**src/rtl/pool_relu_2x2.sv**
```systemverilog
// pool_relu_2x2: streaming 2x2 stride-2 max-pooling of a raster-order feature map.
// Optional build macro POOL_RELU_EN clamps every accepted sample at zero before pooling.
module pool_relu_2x2 #(
   parameter int I_BW    = 24,
   parameter int O_BW    = 24,
   parameter int IF_SIZE = 8
) (
   input  logic                   clk,
   input  logic                   global_rst_n,
   input  logic                   rst,
   input  logic                   ce,
   input  logic signed [I_BW-1:0] i_data,
   input  logic                   i_valid,
   output logic signed [O_BW-1:0] o_data,
   output logic                   o_valid,
   output logic                   o_end
);

   localparam int HALF = IF_SIZE / 2;
   localparam int CW   = $clog2(IF_SIZE);
   localparam int LW   = (HALF > 1) ? $clog2(HALF) : 1;
   localparam logic [CW-1:0] LAST = CW'(IF_SIZE - 1);

   generate
      if ((IF_SIZE % 2) != 0 || IF_SIZE < 2) begin : g_bad_size
         $error("pool_relu_2x2: IF_SIZE must be even and at least 2");
      end
      if (O_BW < I_BW) begin : g_bad_width
         $error("pool_relu_2x2: O_BW must not be narrower than I_BW");
      end
   endgenerate

   logic [CW-1:0]          col;
   logic [CW-1:0]          row;
   logic [LW-1:0]          idx;
   logic                   accept;
   logic signed [I_BW-1:0] hmax;
   logic signed [I_BW-1:0] sample;
   logic signed [I_BW-1:0] h;
   logic signed [I_BW-1:0] line_val;
   logic signed [I_BW-1:0] pooled;
   logic signed [I_BW-1:0] lbuf [HALF];

   // Two signed compares in series feed the single output register.
   always_comb begin
      accept = ce && i_valid;
      idx    = LW'(col >> 1);
`ifdef POOL_RELU_EN
      sample = i_data[I_BW-1] ? '0 : i_data;
`else
      sample = i_data;
`endif
      h        = (sample > hmax) ? sample : hmax;
      line_val = lbuf[idx];
      pooled   = (line_val > h) ? line_val : h;
   end

   // NOTE: sequential state uses non-blocking assignments so every register samples pre-edge values.
   always_ff @(posedge clk or negedge global_rst_n) begin
      if (!global_rst_n) begin
         col     <= '0;
         row     <= '0;
         hmax    <= '0;
         o_data  <= '0;
         o_valid <= 1'b0;
         o_end   <= 1'b0;
      end else if (rst) begin
         col     <= '0;
         row     <= '0;
         hmax    <= '0;
         o_data  <= '0;
         o_valid <= 1'b0;
         o_end   <= 1'b0;
      end else begin
         // Pulses drop every cycle, including stalls, so one input never yields two outputs.
         o_valid <= 1'b0;
         o_end   <= 1'b0;
         if (accept) begin
            if (!col[0]) begin
               hmax <= sample;
            end else if (row[0]) begin
               o_data  <= O_BW'(pooled);
               o_valid <= 1'b1;
               o_end   <= (row == LAST) && (col == LAST);
            end
            if (col == LAST) begin
               col <= '0;
               row <= (row == LAST) ? '0 : row + 1'b1;
            end else begin
               col <= col + 1'b1;
            end
         end
      end
   end

   // NOTE: the line buffer has no reset; an even row always rewrites an entry before an odd row reads it.
   always_ff @(posedge clk) begin
      if (accept && col[0] && !row[0]) begin
         lbuf[idx] <= h;
      end
   end

endmodule

```
**config.mk**
```make
export PLATFORM = sky130hd
export DESIGN_NAME = pool_relu_2x2
export DESIGN_NICKNAME = d
export VERILOG_FILES = /design/src/rtl/pool_relu_2x2.sv
export SDC_FILE = /design/constraint.sdc
export NUM_CORES = 1
export LEC_CHECK = 0
export BUFFER_PORTS_ARGS = -buffer_cell sky130_fd_sc_hd__buf_2
export CAP_MARGIN = 5
export CORE_AREA = 8 8 102 196
export CTS_CLUSTER_DIAMETER = 60
export DETAILED_ROUTE_END_ITERATION = 8
export DIE_AREA = 0 0 110 204
export HOLD_SLACK_MARGIN = 0.06
export PLACE_DENSITY = 0.68
export SETUP_SLACK_MARGIN = 0.3
export SKIP_LAST_GASP = 1
export SLEW_MARGIN = 20
export SYNTH_ARGS = -nofsm -noshare
export SYNTH_HDL_FRONTEND = slang
export SYNTH_SLANG_ARGS = --single-unit
```
**constraint.sdc**
```tcl
create_clock -name clk -period 7.5 [get_ports clk]
set_clock_uncertainty 0.05 [all_clocks]
set_input_delay 1.125 -clock clk [delete_from_list [all_inputs] [get_ports clk]]
set_output_delay 1.125 -clock clk [all_outputs]
set_load 0.02 [all_outputs]
```
==> run metrics <==
status finished, final reports clean; CP startpoint i_data[9]; Yosys warning count 0; WL final 18300 µm; async set-reset flop share out of synthesis 36.8%; die area 22400 µm²; drt initial violations 272; most used cell, CP a21o_1; Post-synth EDFFs 96; DRC viols 0; post_cts resized 0; worst path buffer plus inverter count 1; fin crit period 6920 ps; gr ovfl total 0; Top Ports 55; routability congestion estimate 0.843; setup slack on the worst flop-to-flop path 980 ps; R2R depth 22; CTS tree built; FP Rows 69; Nets 743; Critical Path Stages 22; Synth Register Bits 152; Sink Count about 150; vias per cell between 5 and 6; Antenna diodes 0; die span in y 204 µm; global-route wire length before repair just under 30000 µm; Worst R2R End o_data[17]$_DFFE_PN0P_; largest net degree at the start of global routing 57; Post-Syn Area 7630 µm²; Root Buffer clkbuf_16; die extent in x about 110 µm; hold_buf cts 0; Max-Cap Viols 0; Clk pin slew, worst setup/hold paths 70 ps; Slew @ Worst Pin 1010 ps; crit path kind primary input to register; Avg Inst Size Synth 12.5 µm²; PortBufs 54; synth unique cells 48; RSZ-0062 raised after global routing false; Max transition margin 32.6%; H-tree levels 4; total track usage 17.2%; worst-path cell chain buf_2 > ha_1 > a21o_1 > a221o_1 > a22o_1 > a2111oi_2 > o21ai_1 > mux2_1 > mux2i_1 > ha_1 > a21o_1 > a21o_1 > a21o_1 > a21oi_1 > nor2b_1 > o21ai_0 > nand2b_1 > a221oi_1 > o41ai_4 > or3_1 > nand4_1 > o221ai_1; commonest non-fill, non-tap cell in the layout edfxtp_1; Syn Nets 690; Setup Fix Bufs, Post-CTS 0; top_reg_cell synth edfxtp_1; starting density of the core between 40 and 50%; Crit Path Max Fanout 24; CP endpoint kind register; Hold Path Class register to register; Routed WL per cell 20.6 µm; Slowest-stage cell, CP or3_1; Post-Syn Instances about 600; Worst Hold Slack roughly 460 ps; Vias just over 5000; commonest cells after routing, fill and taps aside 96 x edfxtp_1, 55 x dfrtp_1, 54 x buf_2; Worst path max stage delay 770 ps; Worst EP arrival 7130 ps; r2r startpoint hmax[11]$_DFFE_PN0P_; fmax around 140 MHz; final period utilization between 90 and 100%; nature of the critical path startpoint primary input; number of global-route vias before repair 5222; worst path required time 7710 ps; delay-heaviest family, CP compound AO/OA/AOI/OAI gates; synth-to-layout area growth 14.7%; Final Hold Violating Endpoints 0; Seq/Total Area, Yosys 56.2%; Slew Limit Fails 0; initial antenna violation count 0; CTS Buf Count 17; worst vdd ir 0.000172 V; Final setup viols 0; crit path to o_data[17]$_DFFE_PN0P_; Lkg Pwr 3.54 nW; first drt pass iteration count 4; final antenna-violating net count 0; Core Area 17500 µm²; PwrDens 247 nW/µm²; Clock Tree Buf Depth 2; share of cells above drive strength 1 20.4%; DP Wirelength 12200 µm; Skew-Pair Late Insertion Delay 420 ps; final setup TNS 0 ps
## kinds of logic after synthesis
| kind of cell | count (synthesis) | synth area share [%] |
|---|---|---|
| and+or+nand+nor | 160 | 10.3 |
| AOI/OAI and AO/OA | 118 | 10.2 |
| xor gates and xnor gates | 2 | 0.230 |
| DFF | 152 | 56.2 |
| buffers and inverters | 83 | 4.49 |
| adders and majority gates | 49 | 8.04 |
| muxes | 48 | 10.6 |
## stage by stage
step / cells / cell area [µm²] / util [%] / worst slack (ps) / power [W]
floorplan: 612 / 7630 / - / 1170 / 0.00119
global placement: 859 / 8140 / 46.5 / 366 / 0.00129
detailed placement: 859 / 8140 / 46.5 / 299 / 0.00130
CTS: 891 / 8750 / 49.9 / 696 / 0.00217
global route: 891 / 8750 / 49.9 / 374 / 0.00224
finish: 891 / 8750 / 49.9 / 584 / 0.00216
## layer usage
| layer | global-route usage (%) | wire, µm | vias up |
|---|---|---|---|
| li1 | - | - | 2381 |
| met1 | 20.6 | 7110 | 2469 |
| met2 | 28.8 | 9520 | 180 |
| met3 | 2.81 | 1030 | 33 |
| met4 | 8.35 | 657 | 0 |
| met5 | 0 | 0 | - |
## cell type report
type                       instances  area, µm²
sequential                       152       4290
timing repair buffer              69        383
clock buffer                      19        464
fill                            1513       8770
inverter                          48        180
clock inverter                    13        145
tap                              213        267
multi-input combinational        377       3030
## sequential cells by signal, indices dropped and copies added, names as in the netlist
register  count
o_valid       1
o_end         1
row           3
hmax         24
lbuf         96
o_data       24
col           3
## worst min path at each step
| stage | from | to | slack, ps | depth (start not counted) |
|---|---|---|---|---|
| 6_report | hmax[1]$_DFFE_PN0P_ | hmax[1]$_DFFE_PN0P_ | 460 | 2 |
| 5_1_grt | hmax[12]$_DFFE_PN0P_ | hmax[12]$_DFFE_PN0P_ | 490 | 2 |
| 4_1_cts | hmax[1]$_DFFE_PN0P_ | hmax[1]$_DFFE_PN0P_ | 460 | 2 |
| 3_5_place_dp | hmax[1]$_DFFE_PN0P_ | hmax[1]$_DFFE_PN0P_ | 450 | 2 |
| 3_3_place_gp | hmax[7]$_DFFE_PN0P_ | hmax[7]$_DFFE_PN0P_ | 440 | 2 |
| 2_1_floorplan | hmax[12]$_DFFE_PN0P_ | hmax[12]$_DFFE_PN0P_ | 420 | 2 |
## where the power goes
group          switching, W  internal, W  total [W]
combinational      0.000226     0.000121   0.000346
sequential        0.0000104     0.000929   0.000939
clock              0.000371     0.000502   0.000873
## synthesized netlist by cell type (2+ instances only)
cell / number / area share [%]
ha_1: 49 / 8.0
o21ai_1: 18 / 1.2
edfxtp_1: 96 / 38
nand2b_1: 27 / 2.2
mux2i_1: 21 / 2.8
nand3_1: 29 / 1.9
nor3_1: 4 / 0.26
o211ai_1: 2 / 0.20
nor4_1: 2 / 0.16
nor2b_1: 5 / 0.41
nand4_1: 10 / 0.82
and3_1: 3 / 0.25
mux2i_4: 2 / 0.59
dfrtp_1: 56 / 18
a21o_1: 6 / 0.59
nand2_1: 42 / 2.1
buf_6: 3 / 0.44
mux4_2: 24 / 7.1
buf_2: 4 / 0.26
o21ai_0: 36 / 2.4
clkbuf_1: 22 / 1.1
a311oi_1: 23 / 2.6
a221oi_1: 2 / 0.23
nor2_1: 32 / 1.6
inv_1: 48 / 2.4
xnor2_1: 2 / 0.23
buf_1: 5 / 0.25
o31ai_1: 2 / 0.20
a21oi_1: 18 / 1.2
## worst reg2reg max path, stage by stage (launching register included)
cell       delay, ps
dfrtp_1          410
inv_1             60
ha_1             280
and2_0           180
a221o_1          310
a22o_1           190
a2111oi_2        320
o21ai_1          120
mux2_1           670
mux2i_1          610
ha_1             350
a21o_1           190
a21o_1           180
a21o_1           180
a21oi_1          150
nor2b_1           50
o21ai_0          150
nand2b_1          90
a221oi_1         450
o41ai_4          200
or3_1            780
nand4_1          270
o221ai_1         140
No activity file was read; power rests on OpenSTA's default activity.
